$ cat config.mk
export PLATFORM = sky130hd
export DESIGN_NAME = pipe_ctrl_flat
export DESIGN_NICKNAME = d
export VERILOG_FILES = /design/src/rtl/pipe_ctrl_pkg.sv /design/src/rtl/pipe_ctrl_if.sv /design/src/rtl/pipe_ctrl_sat_counter.sv /design/src/rtl/pipe_ctrl.sv /design/src/flat_wrapper.sv
export SDC_FILE = /design/constraint.sdc
export NUM_CORES = 1
export LEC_CHECK = 0
export BUFFER_PORTS_ARGS = -buffer_cell sky130_fd_sc_hd__buf_2
export CELL_PAD_IN_SITES_DETAIL_PLACEMENT = 0
export CELL_PAD_IN_SITES_GLOBAL_PLACEMENT = 2
export CORE_ASPECT_RATIO = 0.6
export CORE_MARGIN = 4
export CORE_UTILIZATION = 26
export CTS_BUF_LIST = sky130_fd_sc_hd__clkbuf_2 sky130_fd_sc_hd__clkbuf_4 sky130_fd_sc_hd__clkbuf_8
export CTS_CLUSTER_SIZE = 14
export DETAILED_ROUTE_END_ITERATION = 10
export PLACE_DENSITY_LB_ADDON = 0.1
export SYNTH_ARGS = -nofsm -noshare
export SYNTH_HDL_FRONTEND = slang
export SYNTH_SLANG_ARGS = --single-unit
export TNS_END_PERCENT = 10
$ cat constraint.sdc
create_clock -name clk -period 2.73 [get_ports clk]
set_clock_uncertainty 0.1 [all_clocks]
set_input_delay 0.1365 -clock clk [delete_from_list [all_inputs] [get_ports clk]]
set_output_delay 0.1365 -clock clk [all_outputs]
set_load 0.02 [all_outputs]
$ cat src/rtl/pipe_ctrl_pkg.sv
// Shared constants and types for the pipeline sequencing controller.
// Holds the stall-vector encodings, the eret code, FSM encodings and the request priority helper.
package pipe_ctrl_pkg;

    localparam logic [5:0] STALL_NONE = 6'b000000;
    localparam logic [5:0] STALL_ID   = 6'b000111;
    localparam logic [5:0] STALL_EX   = 6'b001111;
    localparam logic [5:0] STALL_MEM  = 6'b011111;

    localparam logic [31:0] EXC_ERET = 32'h0000000e;

    localparam logic [1:0] ST_RUN     = 2'd0;
    localparam logic [1:0] ST_STALLED = 2'd1;
    localparam logic [1:0] ST_RECOVER = 2'd2;

    typedef struct packed {
        logic mem;
        logic ex;
        logic id;
    } stall_req_t;

    // Deeper stage wins: a MEM hold must also freeze everything upstream of it.
    function automatic logic [5:0] stall_encode(input stall_req_t r);
        if (r.mem)     return STALL_MEM;
        else if (r.ex) return STALL_EX;
        else if (r.id) return STALL_ID;
        return STALL_NONE;
    endfunction

endpackage

$ cat src/rtl/pipe_ctrl_if.sv
// Bundle between the pipeline stages and the sequencing controller.
// master = pipeline side (raises requests), slave = controller.
interface pipe_ctrl_if #(parameter int CNT_W = 32);
    logic             stallreq_id;
    logic             stallreq_ex;
    logic             stallreq_mem;
    logic [31:0]      excepttype_i;
    logic [31:0]      cp0_epc_i;
    logic             cnt_clr;
    logic [5:0]       stall;
    logic             flush;
    logic [31:0]      new_pc;
    logic             stall_timeout;
    logic [CNT_W-1:0] stall_cycles;

    modport master (
        output stallreq_id, stallreq_ex, stallreq_mem, excepttype_i, cp0_epc_i, cnt_clr,
        input  stall, flush, new_pc, stall_timeout, stall_cycles
    );

    modport slave (
        input  stallreq_id, stallreq_ex, stallreq_mem, excepttype_i, cp0_epc_i, cnt_clr,
        output stall, flush, new_pc, stall_timeout, stall_cycles
    );
endinterface

$ cat src/rtl/pipe_ctrl_sat_counter.sv
// Up-counter that sticks at all-ones instead of wrapping.
// Clear has priority over increment.
module sat_counter #(
    parameter int W = 32
) (
    input  logic         clk,
    input  logic         rst,
    input  logic         i_inc,
    input  logic         i_clr,
    output logic [W-1:0] o_cnt
);
    logic [W-1:0] r_cnt;

    always_ff @(posedge clk) begin
        if (rst)                        r_cnt <= '0;
        else if (i_clr)                 r_cnt <= '0;
        else if (i_inc && r_cnt != '1)  r_cnt <= r_cnt + W'(1);
    end

    assign o_cnt = r_cnt;
endmodule

$ cat src/rtl/pipe_ctrl.sv
// Pipeline sequencing controller: same-cycle stall/flush generation, post-flush
// recovery window, stall watchdog and stall-cycle performance counter.
module pipe_ctrl
    import pipe_ctrl_pkg::*;
#(
    parameter int          FLUSH_BUBBLES = 2,
    parameter int          STALL_TIMEOUT = 1024,
    parameter int          CNT_W         = 32,
    parameter logic [31:0] EXC_VECTOR    = 32'h00000020
) (
    input  logic       clk,
    input  logic       rst,
    pipe_ctrl_if.slave bus
);
    localparam int          WD_W         = 16;
    localparam logic [WD_W-1:0] WD_LIMIT = WD_W'(STALL_TIMEOUT - 1);
    localparam logic [2:0]  RECOVER_INIT = 3'(FLUSH_BUBBLES - 1);

    logic [1:0]       r_state;
    logic [2:0]       r_recover_cnt;
    logic             r_stall_timeout;
    stall_req_t       w_req;
    logic             w_exc_take;
    logic [5:0]       w_stall;
    logic             w_flush;
    logic [31:0]      w_new_pc;
    logic [WD_W-1:0]  w_wd_cnt;
    logic [CNT_W-1:0] w_stall_cycles;

    assign w_req = {bus.stallreq_mem, bus.stallreq_ex, bus.stallreq_id};

    // Purely combinational: stages latch the hold in the same cycle it is raised.
    always_comb begin
        w_stall    = STALL_NONE;
        w_flush    = 1'b0;
        w_new_pc   = '0;
        w_exc_take = !rst && (bus.excepttype_i != '0) && (r_state != ST_RECOVER);
        if (!rst) begin
            if (w_exc_take) begin
                w_flush  = 1'b1;
                w_new_pc = (bus.excepttype_i == EXC_ERET) ? bus.cp0_epc_i : EXC_VECTOR;
            end else begin
                w_stall = stall_encode(w_req);
            end
        end
    end

    always_ff @(posedge clk) begin
        if (rst) begin
            r_state       <= ST_RUN;
            r_recover_cnt <= '0;
        end else begin
            case (r_state)
                ST_RUN, ST_STALLED: begin
                    if (w_exc_take) begin
                        r_state       <= ST_RECOVER;
                        r_recover_cnt <= RECOVER_INIT;
                    end else begin
                        r_state <= w_stall[0] ? ST_STALLED : ST_RUN;
                    end
                end
                ST_RECOVER: begin
                    // Exceptions stay masked through the cycle in which the count hits zero.
                    if (r_recover_cnt == '0) r_state       <= w_stall[0] ? ST_STALLED : ST_RUN;
                    else                     r_recover_cnt <= r_recover_cnt - 3'd1;
                end
                default: r_state <= ST_RUN;
            endcase
        end
    end

    sat_counter #(.W(WD_W)) u_wd_cnt (
        .clk   (clk),
        .rst   (rst),
        .i_inc (w_stall[0]),
        .i_clr (!w_stall[0]),
        .o_cnt (w_wd_cnt)
    );

    always_ff @(posedge clk) begin
        if (rst)                                  r_stall_timeout <= 1'b0;
        else if (w_stall[0] && w_wd_cnt >= WD_LIMIT) r_stall_timeout <= 1'b1;
    end

    sat_counter #(.W(CNT_W)) u_stall_cycles (
        .clk   (clk),
        .rst   (rst),
        .i_inc (w_stall[0]),
        .i_clr (bus.cnt_clr),
        .o_cnt (w_stall_cycles)
    );

    assign bus.stall         = w_stall;
    assign bus.flush         = w_flush;
    assign bus.new_pc        = w_new_pc;
    assign bus.stall_timeout = r_stall_timeout;
    assign bus.stall_cycles  = w_stall_cycles;
endmodule
$ cat src/flat_wrapper.sv
// flat-port wrapper written by rule: the top's interface ports become plain ports
module pipe_ctrl_flat import pipe_ctrl_pkg::*;
#(
    parameter int          FLUSH_BUBBLES = 2,
    parameter int          STALL_TIMEOUT = 1024,
    parameter int          CNT_W         = 32,
    parameter logic [31:0] EXC_VECTOR    = 32'h00000020
)
  (clk, rst, bus_stallreq_id, bus_stallreq_ex, bus_stallreq_mem, bus_excepttype_i, bus_cp0_epc_i, bus_cnt_clr, bus_stall, bus_flush, bus_new_pc, bus_stall_timeout, bus_stall_cycles);
  pipe_ctrl_if #(.CNT_W(CNT_W)) bus_i ();
  input  logic clk;
  input  logic rst;
  input wire logic [$bits(bus_i.stallreq_id)-1:0] bus_stallreq_id;
  input wire logic [$bits(bus_i.stallreq_ex)-1:0] bus_stallreq_ex;
  input wire logic [$bits(bus_i.stallreq_mem)-1:0] bus_stallreq_mem;
  input wire logic [$bits(bus_i.excepttype_i)-1:0] bus_excepttype_i;
  input wire logic [$bits(bus_i.cp0_epc_i)-1:0] bus_cp0_epc_i;
  input wire logic [$bits(bus_i.cnt_clr)-1:0] bus_cnt_clr;
  output wire logic [$bits(bus_i.stall)-1:0] bus_stall;
  output wire logic [$bits(bus_i.flush)-1:0] bus_flush;
  output wire logic [$bits(bus_i.new_pc)-1:0] bus_new_pc;
  output wire logic [$bits(bus_i.stall_timeout)-1:0] bus_stall_timeout;
  output wire logic [$bits(bus_i.stall_cycles)-1:0] bus_stall_cycles;
  assign bus_i.stallreq_id = bus_stallreq_id;
  assign bus_i.stallreq_ex = bus_stallreq_ex;
  assign bus_i.stallreq_mem = bus_stallreq_mem;
  assign bus_i.excepttype_i = bus_excepttype_i;
  assign bus_i.cp0_epc_i = bus_cp0_epc_i;
  assign bus_i.cnt_clr = bus_cnt_clr;
  assign bus_stall = bus_i.stall;
  assign bus_flush = bus_i.flush;
  assign bus_new_pc = bus_i.new_pc;
  assign bus_stall_timeout = bus_i.stall_timeout;
  assign bus_stall_cycles = bus_i.stall_cycles;
  pipe_ctrl #(.FLUSH_BUBBLES(FLUSH_BUBBLES), .STALL_TIMEOUT(STALL_TIMEOUT), .CNT_W(CNT_W), .EXC_VECTOR(EXC_VECTOR)) u_core (.clk(clk), .rst(rst), .bus(bus_i));
endmodule
* Word level (Yosys, flattened, before mapping)
Index checks and enable logic that the tools add are counted.
** Cells by class
- Equality and inequality tests :: 9
- Mux-type cells :: 23
- $add $sub $neg :: 3
- $lt $le $gt $ge :: 1
- Reduce and logical (&&, ||, !) cells :: 14
- Bitwise operators :: 1
** Operators by type and width (number)
- two-way mux 32 bit :: 3
- two-way mux 6 bit :: 6
- adder 32 x 1 -> 32 bit, second input constant :: 1
- == test 32 x 4 -> 1 bit, second input constant :: 1
- != test 32 bit, second input constant :: 1
- nonzero test 32 bit :: 1
- adder 16 x 1 -> 16 bit, second input constant :: 1
- greater-or-equal comparator 16 x 10 -> 1 bit, second input constant :: 1
- != test 16 bit, second input constant :: 1
- two-way mux 1 bit :: 8
- two-way mux 3 bit :: 2
- case mux 3 bit (2 select lines) :: 1
- OR reduction 2 bit :: 3
- logical AND 1 bit :: 5
- two-way mux 2 bit :: 2
- != test 2 x 1 -> 1 bit, second input constant :: 2
- != test 2 bit, second input constant :: 2
- case mux 2 bit (2 select lines) :: 1
- zero test 3 bit :: 1
- AND reduction 3 bit :: 1
- subtractor 3 x 1 -> 3 bit, second input constant :: 1
- == test 2 x 1 -> 1 bit, second input constant :: 1
- == test 2 bit, second input constant :: 1
- zero test 2 bit :: 1
- other kinds (3) :: 3
** Word-level totals
- Register bits after elaboration :: 54
- Output and inout port bits :: 72

* Depth between registers and ports, before layout
Gate-level depths: netlist of run 1.
- Depth in word-level cells :: 11
- Gate-level depth with buffers :: 9
- Gate-level depth less buffers :: 7

* By module
Synthesis of run 1 repeated with hierarchy kept, for this count alone.
** Second synthesis, totals
- Cell total of the unflattened synthesis :: 402
- Area total of the unflattened synthesis :: 3288.2 um^2
** Modules (own cells, without submodules)
- sat_counter at u_core.u_stall_cycles :: times used 1, cells an instance 198, area an instance 1620.3 um^2
- sat_counter at u_core.u_wd_cnt :: times used 1, cells an instance 102, area an instance 917.1 um^2
- pipe_ctrl :: times used 1, cells an instance 102, area an instance 750.7 um^2

* Worst setup path after synthesis of run 1
OpenSTA, ideal clock, no wires.
- Path type :: in2out
- From :: input bus_excepttype_i[0]
- To :: output bus_stall[4]
- Setup slack :: 0.445 ns
- Arrival time :: 2.048 ns
- Cell stages on the path :: 6
- Data required time :: 2.494 ns
- Buffers on the path :: 1
- Cells stage by stage :: nor4_1 -> nand4_1 -> o31ai_4 -> clkbuf_1 -> inv_1 -> nor3b_1
** On the way
- Word-level cells in the longest chain between the ends :: 5
** RTL lines
- start: declaration :: line flat_wrapper.sv:16 : input wire logic [$bits(bus_i.excepttype_i)-1:0] bus_excepttype_i;
- nonzero test 32 bit :: line pipe_ctrl.sv:37 : w_exc_take = !rst && (bus.excepttype_i != '0) && (r_state != ST_RECOVER);
- logical AND 1 bit (2 in series) :: line pipe_ctrl.sv:37
- two-way mux 6 bit :: line pipe_ctrl.sv:39 : if (w_exc_take) begin
- two-way mux 6 bit :: line pipe_ctrl.sv:38 : if (!rst) begin
- end: declaration :: line flat_wrapper.sv:19 : output wire logic [$bits(bus_i.stall)-1:0] bus_stall;
Every way passes these cells.

* Worst setup path in the final report of run 1
- From :: register u_core.u_stall_cycles.r_cnt[25], in the netlist u_core.u_stall_cycles.o_cnt[25]
- To :: register u_core.u_stall_cycles.r_cnt[2], in the netlist u_core.u_stall_cycles.o_cnt[2]
** On the way
- Word-level cells in the longest chain between the ends :: 2
** RTL lines
- start: declaration :: line pipe_ctrl_sat_counter.sv:12 : logic [W-1:0] r_cnt;
- start signal: assignment :: line pipe_ctrl_sat_counter.sv:17 : else if (i_inc && r_cnt != '1) r_cnt <= r_cnt + W'(1);
- != test 32 bit :: line pipe_ctrl_sat_counter.sv:17
- logical AND 1 bit :: line pipe_ctrl_sat_counter.sv:17
Every way passes these cells.
A chain may end at the register's enable or synchronous reset.

==> results.txt, run 1 <==
Run status: finished, final reports clean
Most used DFF post-synth: dfxtp_1
Placed instance count: 646
WHS Path Cells: 2
Nature of the critical path endpoint: flip-flop
Worst VDD drop: 154.4 uV
Final antenna-violating net count: 0
Setup slack, reg-to-reg: 0.38 ns
Largest family of logic cells by synthesized area: simple AND/OR/NAND/NOR gates
Initial DRC Count: 142
Worst-Margin Slew: 0.5641 ns
Sequential share of the synthesized area: 36.26%
Fin crit period: 2.346 ns
Fin crit share: 85.92%
Peak Freq: 426.3 MHz
Die height: 90.95 um
CTS tree: done
Routability cong.: 0.9539
Hold wc startpoint: rst
Hold Path Class: primary input to flip-flop
WP data arrival: 2.45 ns
Post-synthesis async set-or-reset flop share: 0%
Nets: 589
Root Driver: clkbuf_8
Largest net degree at the start of global routing: 25
First-pass GRT wire length: 15,830 um
Vias per cell: 4.795
DRC viols: 0
Final Power: 0.001447 W
Total GRT Usage: 14.60%
Die width: 146.3 um
Reg2reg path depth: 7
Num CTS Buffers: 5
Post-synthesis mux area share: 0.6714%
Area growth from synthesis to layout: 33.91%
Die Area: 13,300 sq um
Post-Synth Adder-Cell Area: 1.679%
Peak per-stage delay on the critical path: 0.59 ns
Mapped Nets: 447
Max capacitance violation total: 0
Post-Synth Simple-Gate Area: 37.39%
Slowest cell on the critical path: nor4_2
Worst r2r src: u_core.u_stall_cycles.o_cnt[25]
Htree depth: 2
Final setup TNS: 0 ns
Via count: 3,141
Worst hold slack: 0.09266 ns
# IOs: 142
IO buf count: 140
Pwr dens: 362.3 nW/um^2
Setup CP Type: flip-flop to flip-flop
Final setup viols: 0
Ys Warns: 0
Clock-pin slew on the worst setup and hold paths: 0.10 ns
Synth Area in XOR/XNOR: 8.225%
Fin. max-slew vios: 0
Post-Layout Cell Count: 655
Flops & latches, synth: 54
Unique cell type count in the Yosys netlist: 42
Clock Latency Late Sink: 0.32 ns
CTS Buffer Depth: 2
Cell Area, Synth: 2982 sq um
Max FO, Critical Path: 10
Crit path from: u_core.u_stall_cycles.o_cnt[25]
Slew headroom: 62.08%
Fill count: 1,148
Mean Syn Cell Area: 7.994 sq um
Share of cells above drive strength 1: 33.14%
Total grt overflow: 0
Post-DR wirelength/cell: 15.39 um
P_leak: 1.770 nW
Post-Route WL: 10,080 um
Initial Utilization: 27.39%
Cells after synthesis: 373
Initial antenna violation count: 0
HPWL Detailed: 8048 um
Clock sink total: 54
WP data required: 2.83 ns
Synth Area in Compound Gates: 10.91%
Drt pass-1 iters: 4
Critical path, cell by cell: nand4_1 -> nor4_2 -> nand2_1 -> buf_4 -> o2111ai_1 -> xor2_1 -> nor2_1
Worst setup SP type: flip-flop
# rows: 29
Vias in the first global route: 2,870
Core Box Area: 10,890 sq um
# diodes: 0
Post-synth EDFFs: 0
Final Hold Viols: 0
RSZ-0062 raised after global routing: no
-- flip-flops by register name, indices dropped and copies added, names as in the netlist --
register	count
u_core.u_stall_cycles.o_cnt	32
u_core.r_recover_cnt	3
u_core.u_wd_cnt.o_cnt	16
u_core.bus.stall_timeout	1
u_core.r_state	2
-- power by group --
part	switching (W)	internal, W
registers	0.00000673	0.000796
clock network	0.000289	0.000186
logic	0.0000952	0.0000741
-- repair_timing --
| action | in CTS | in global routing |
|---|---|---|
| resized for setup | 0 | 0 |
| setup buffers | 0 | 0 |
| hold buffers | 1 | 0 |
| hold endpoints to repair | 2 | 0 |
-- synth_stat cells, types with 3 or more instances --
| cell | instances | area (sq um) |
|---|---|---|
| and4_1 | 5 | 43.79 |
| or3_1 | 13 | 81.33 |
| o21ai_0 | 10 | 50.05 |
| ha_1 | 4 | 50.05 |
| nand4_1 | 29 | 181.4 |
| inv_1 | 10 | 37.54 |
| and3_1 | 8 | 50.05 |
| xor2_1 | 25 | 219.0 |
| or4_1 | 5 | 37.54 |
| nor4_1 | 9 | 56.30 |
| nand3_1 | 19 | 95.09 |
| xnor2_1 | 3 | 26.28 |
| nor3_1 | 11 | 55.05 |
| buf_4 | 5 | 37.54 |
| and2_1 | 34 | 212.7 |
| a21oi_1 | 19 | 95.09 |
| dfxtp_1 | 54 | 1081 |
| nand2_1 | 19 | 71.32 |
| nor2_1 | 46 | 172.7 |
| o31ai_1 | 3 | 22.52 |
| clkbuf_1 | 15 | 56.30 |
-- cells in the final DEF (no fill, tap or decap), types with 2 or more instances in the layout --
master,synthesis,routed
buf_2,2,140
dfxtp_1,54,54
nor2_1,46,46
and2_1,34,34
nand4_1,29,29
xor2_1,25,25
a21oi_1,19,19
nand2_1,19,19
nand3_1,19,19
buf_4,5,16
or3_1,13,13
nor3_1,11,11
inv_1,10,10
o21ai_0,10,10
nor4_1,9,9
and3_1,8,8
and4_1,5,5
or4_1,5,5
clkbuf_8,0,5
ha_1,4,4
xnor2_1,3,3
o31ai_1,3,3
clkinv_4,0,3
mux2i_1,2,2
or2_2,2,2
o311ai_0,2,2
o41ai_1,2,2
o211ai_1,2,2
-- through the flow --
step	setup WS, ns	area (sq um)	util [%]
3_3_place_gp	0.3749	3887	35.71
4_1_cts	0.3994	3993	36.68
2_1_floorplan	0.4453	2982	-
5_1_grt	0.1392	3993	36.68
3_5_place_dp	0.3254	3887	35.71
6_report	0.3843	3993	36.68
-- logic make-up after synthesis --
logic type / after synthesis
muxes: 2
xor gates and xnor gates: 28
adders and majority gates: 4
other: 1
AOI/OAI and AO/OA: 47
DFF: 54
buffers and inverters: 32
and+or+nand+nor: 205
-- metal layers --
metal	GRT usage, %	share of wire, %	vias up
li1	-	-	1609
met1	19.91	47	1424
met2	23.09	44	100
met3	4.428	7.6	8
met4	2.817	0.71	0
met5	0	0	-
-- final timing paths --
kind                                                  endpoint
worst max register to register  u_core.u_stall_cycles.o_cnt[2]
worst max-delay path            u_core.u_stall_cycles.o_cnt[2]
worst min register to register        u_core.bus.stall_timeout
worst min-delay path                   u_core.r_recover_cnt[1]
-- critical path, delay by kind of cell, from the launching register on --
| family | cells | cell delay, ns |
|---|---|---|
| XOR/XNOR | 1 | 0.17 |
| AO/OA/AOI/OAI | 1 | 0.23 |
| buffers and inverters | 1 | 0.22 |
| flip-flops | 1 | 0.43 |
| AND/OR/NAND/NOR | 4 | 1.08 |
-- area by class of cell --
cell class	count	area (sq um)	share of cell area (%)
timing repair buffer	157	830.8	20.81
clock inverter	3	26.28	0.6581
sequential	54	1081	27.08
tap	139	173.9	4.356
clock buffer	5	68.82	1.724
inverter	10	37.54	0.9401
multi-input combinational	287	1774	44.44
Note: power is estimated with default switching activity, not from simulation.
==> run 2, diff against run 1 <==
REMOVE_ABC_BUFFERS = 1   (was not set)
==> run 2 against run 1 <==
  * Highest routed layer unchanged
  * Critical path depth did not move
  * Wire length decreased by 2.6%
  * Design area down 0.34%
==> results.txt, run 2 (same netlist as run 1, synthesis figures left out) <==
Run status: finished, final reports clean
# rows: 29
Final Hold Viols: 0
Fin. max-slew vios: 0
Vias per cell: 4.793
Fin crit period: 2.415 ns
Vias in the first global route: 2,979
Worst VDD drop: 183.2 uV
Setup slack, reg-to-reg: 0.32 ns
# diodes: 0
# Post-CTS Setup Buffers: 0
CTS Hold Buffers Added: 0
Fin crit share: 88.45%
Commonest non-fill, non-tap cell in the layout: buf_2
Routability cong.: 0.7788
Clock sink total: 54
Grt peak-use layer: met2
RSZ-0062 raised after global routing: no
Slew headroom: 57.89%
Commonest cells after routing, fill and taps aside: 140 x buf_2, 54 x dfxtp_1, 46 x nor2_1, 34 x and2_1, 29 x nand4_1
WP data required: 2.82 ns
IO buf count: 140
Root Driver: clkbuf_8
Post-DR wirelength/cell: 15.08 um
Worst hold slack: 0.02036 ns
Worst Slack Setup Final: 0.3154 ns
Nets: 585
Finished Core Util: 36.55%
Post-Route WL: 9817 um
P_leak: 1.764 nW
Share of cells above drive strength 1: 32.81%
Final setup TNS: 0 ns
Max FO, Critical Path: 10
DRC viols: 0
Clock Latency Late Sink: 0.32 ns
Met2 Track Usage GR: 21.93%
Largest register FFs: 32
Comb power frac: 10.5%
Sw Ratio: 24.39%
Hold Path Class: primary input to flip-flop
Die width: 146.3 um
Initial antenna violation count: 0
Die height: 90.95 um
Largest net degree at the start of global routing: 32
Peak Freq: 414.2 MHz
Initial Utilization: 27.39%
# IOs: 142
Sequential share of power: 52.2%
Worst-Margin Slew: 0.6316 ns
Total GRT Usage: 14.67%
Clock power frac: 37.3%
Final Power: 0.001534 W
Fill count: 1,165
Pwr dens: 385.6 nW/um^2
Total grt overflow: 0
Nature of the critical path endpoint: flip-flop
Clock-pin slew on the worst setup and hold paths: 0.10 ns
Max capacitance violation total: 0
Met1 usage: 21.88%
Initial DRC Count: 157
First-pass GRT wire length: 16,040 um
Post-place setup slack: 0.1997 ns
Setup CP Type: flip-flop to flip-flop
Die Area: 13,300 sq um
Multi-input combinational cell area: 1774 sq um
CTS tree: done
HPWL Detailed: 7630 um
Num CTS Buffers: 5
Drt pass-1 iters: 4
Htree depth: 2
CTS Buffer Depth: 2
Internal Dissipation: 0.001160 W
Met3 Use GR: 3.184%
Final antenna-violating net count: 0
Worst setup SP type: flip-flop
Area growth from synthesis to layout: 33.45%
Switch Pwr: 0.0003743 W
Reg area: 1081 sq um
Final setup viols: 0
WP data arrival: 2.51 ns
Post-CTS Resized: 0
Core Box Area: 10,890 sq um
Via count: 3,120
run 2: worst max-delay path: stages, from the launching register on:
cell and delay (ns):
dfxtp_1 0.47, and4_1 0.34, and4_1 0.38, nand2_1 0.14, o211ai_2 0.42, buf_4 0.21
mux2i_1 0.17, nor2_1 0.05
run 2: final cells by class:
class,instances,area share [%]
multi-input cells,287,44.59
flip-flops and latches,54,27.17
inverters,10,0.9434
well taps,139,4.371
clock buffers,7,2.107
repair buffers,153,20.06
clock inverters,1,0.7547
run 2: final timing paths:
check | depth (start not counted) | startpoint | to
setup / recovery | 7 | u_core.u_stall_cycles.o_cnt[10] | u_core.u_stall_cycles.o_cnt[1]
hold / removal | 3 | bus_cnt_clr | u_core.u_stall_cycles.o_cnt[15]
setup reg to reg | 7 | u_core.u_stall_cycles.o_cnt[10] | u_core.u_stall_cycles.o_cnt[1]
hold reg to reg | 2 | u_core.bus.stall_timeout | u_core.bus.stall_timeout
run 2: per-stage QoR:
| step | instances | cell area (sq um) |
|---|---|---|
| final | 651 | 3979 |
| after global routing | 651 | 3979 |
| after CTS | 651 | 3979 |
| after detailed placement | 643 | 3865 |
| after global placement | 643 | 3865 |
| after floorplan | 351 | 2878 |
run 2: layer usage:
metal / wire length [um] / vias up
met5: 0 / -
met2: 4283 / 78
met4: 51 / 0
met3: 415 / 5
li1: - / 1604
met1: 5067 / 1433
run 2: power by group through the flow:
| stage | Combinational, W | Clock (W) | Sequential, W |
|---|---|---|---|
| floorplan | 0.0000736 | 0 | 0.000820 |
| CTS | 0.000163 | 0.000595 | 0.000802 |
| finish | 0.000161 | 0.000572 | 0.000802 |
| global placement | 0.000162 | 0 | 0.000820 |
| global route | 0.000180 | 0.000625 | 0.000803 |
| detailed placement | 0.000162 | 0 | 0.000820 |
==> run 3, diff against run 2 <==
CELL_PAD_IN_SITES_DETAIL_PLACEMENT = 2   (was 0)
==> run 3 against run 2 <==
  * Final cell count is the same
  * Combinational power grew 2%
  * Design area shrank 0.47%
  * Sequential share of layout area grew 0.13 points
  * Die area is the same
  * Power shrank 4.9%
  * Flip-flop and latch count is the same
  * Critical path depth shrank 1
  * Count of clock-buffer cells in the layout shrank 1
  * Hold slack lost 0.015 ns
  * Worst setup slack lost 0.041 ns
==> results.txt, run 3 (same netlist as run 1, synthesis figures left out) <==
Run status: finished, final reports clean
Cell family with the largest share of critical-path delay: simple AND/OR/NAND/NOR gates
Finished Cell Area: 3960 sq um
Clock sink total: 54
Max FO, Critical Path: 11
Final Hold Viols: 0
Buf/Inv on CP: 0
Clock-pin slew on the worst setup and hold paths: 0.12 ns
Final setup viols: 0
Initial antenna violation count: 0
# diodes: 0
Num CTS Buffers: 5
Fin. max-slew vios: 0
Initial Utilization: 27.39%
Finished Core Util: 36.38%
Placed instance count: 643
Setup slack, reg-to-reg: 0.27 ns
Total grt overflow: 0
Die width: 146.3 um
Via count: 3,278
Clock Latency Late Sink: 0.32 ns
Peak Freq: 407.3 MHz
Slowest cell on the critical path: or4_1
P_leak: 1.752 nW
Hold Path Class: primary input to flip-flop
Critical path, cell by cell: ha_1 -> and2_1 -> a311oi_4 -> nand2_1 -> or4_1 -> a21oi_1
Area growth from synthesis to layout: 32.82%
Critical Path Stages: 6
DRC viols: 0
Nature of the critical path endpoint: flip-flop
Crit path from: u_core.u_stall_cycles.o_cnt[0]
Largest register FFs: 32
Routability cong.: 0.7788
Max capacitance violation total: 0
Fin crit period: 2.455 ns
Post-DR wirelength/cell: 17.52 um
Final setup TNS: 0 ns
Htree depth: 2
Worst R2R End: u_core.u_stall_cycles.o_cnt[13]
# IOs: 142
WP data arrival: 2.59 ns
RSZ-0062 raised after global routing: no
Nets: 585
Multi-input combinational cell area: 1774 sq um
Root Driver: clkbuf_8
Critical Path End: u_core.u_stall_cycles.o_cnt[13]
Commonest non-fill, non-tap cell in the layout: buf_2
Pwr dens: 368.5 nW/um^2
Worst r2r src: u_core.u_stall_cycles.o_cnt[0]
Setup CP Type: flip-flop to flip-flop
Peak per-stage delay on the critical path: 0.48 ns
Total GRT Usage: 16.98%
Worst hold slack: 0.004986 ns
Reg area: 1081 sq um
Die Area: 13,300 sq um
CTS tree: done
Post-CTS Resized: 0
CTS Hold Buffers Added: 0
Largest net degree at the start of global routing: 32
# rows: 29
IO buf count: 140
Worst-Margin Slew: 0.6291 ns
Initial DRC Count: 99
Worst setup SP type: flip-flop
Worst VDD drop: 183.8 uV
Reg2reg path depth: 6
Post-Route WL: 11,410 um
WP data required: 2.87 ns
Vias in the first global route: 3,493
HPWL Detailed: 9197 um
First-pass GRT wire length: 18,690 um
Die height: 90.95 um
Share of cells above drive strength 1: 32.81%
Drt pass-1 iters: 4
CTS Buffer Depth: 2
Vias per cell: 5.035
# Post-CTS Setup Buffers: 0
Core Box Area: 10,890 sq um
Slew headroom: 58.06%
Post-Layout Cell Count: 651
Fin crit share: 89.93%
Commonest cells after routing, fill and taps aside: 140 x buf_2, 54 x dfxtp_1, 46 x nor2_1, 34 x and2_1, 29 x nand4_1
Placed instance area: 3865 sq um
Fill count: 1,308
Final antenna-violating net count: 0
[run 3: changes by cell type in the layout (fill, tap and decap cells not counted)]
cell        previous run  this run
clkbuf_4               2         0
bufinv_16              1         0
clkbuf_8               5         6
clkinv_2               0         1
clkinvlp_4             0         1
[run 3: worst reg2reg max path, delay by kind of cell, from the launching register on]
family	cells	cell delay, ns
DFF	1	0.39
and+or+nand+nor	3	1.07
adders and majority gates	1	0.27
AOI/OAI and AO/OA	2	0.54
[run 3: per-stage QoR]
step | total power (W) | setup WS, ns
final | 0.001459 | 0.2749
after global routing | 0.001542 | 0.08634
after CTS | 0.001481 | 0.2741
after detailed placement | 0.0009883 | 0.2023
after global placement | 0.0009813 | 0.2731
after floorplan | 0.0008934 | -0.09825
[run 3: how the worst min path moves through the flow]
stage                     depth (start not counted)                      from                              end
after floorplan                                   1                       rst         u_core.bus.stall_timeout
after CTS                                         3               bus_cnt_clr  u_core.u_stall_cycles.o_cnt[15]
after detailed placement                          3               bus_cnt_clr  u_core.u_stall_cycles.o_cnt[11]
after global placement                            2  u_core.bus.stall_timeout         u_core.bus.stall_timeout
final                                             3               bus_cnt_clr  u_core.u_stall_cycles.o_cnt[15]
after global routing                              3               bus_cnt_clr  u_core.u_stall_cycles.o_cnt[11]
[run 3: metal layers]
| metal | vias to the layer above | GRT usage, % | routed length [um] | part of all wire (%) |
|---|---|---|---|---|
| met3 | 11 | 3.582 | 623 | 5.5 |
| met5 | - | 0 | 0 | 0 |
| met2 | 78 | 28.24 | 5260 | 46 |
| met4 | 0 | 3.208 | 121 | 1.1 |
| li1 | 1603 | - | - | - |
| met1 | 1586 | 23.05 | 5402 | 47 |
[run 3: area by class of cell]
type	count	share of cell area, %
clock buffer	6	2.085
clock inverter	2	0.3160
inverter	10	0.9479
multi-input combinational	287	44.80
sequential	54	27.30
tap	139	4.392
timing repair buffer	153	20.16
[run 3: power breakdown]
group	internal (W)	leakage, nW	switching, W
logic	0.0000698	1.27	0.0000953
registers	0.000796	0.436	0.00000643
clock network	0.000205	0.0472	0.000287
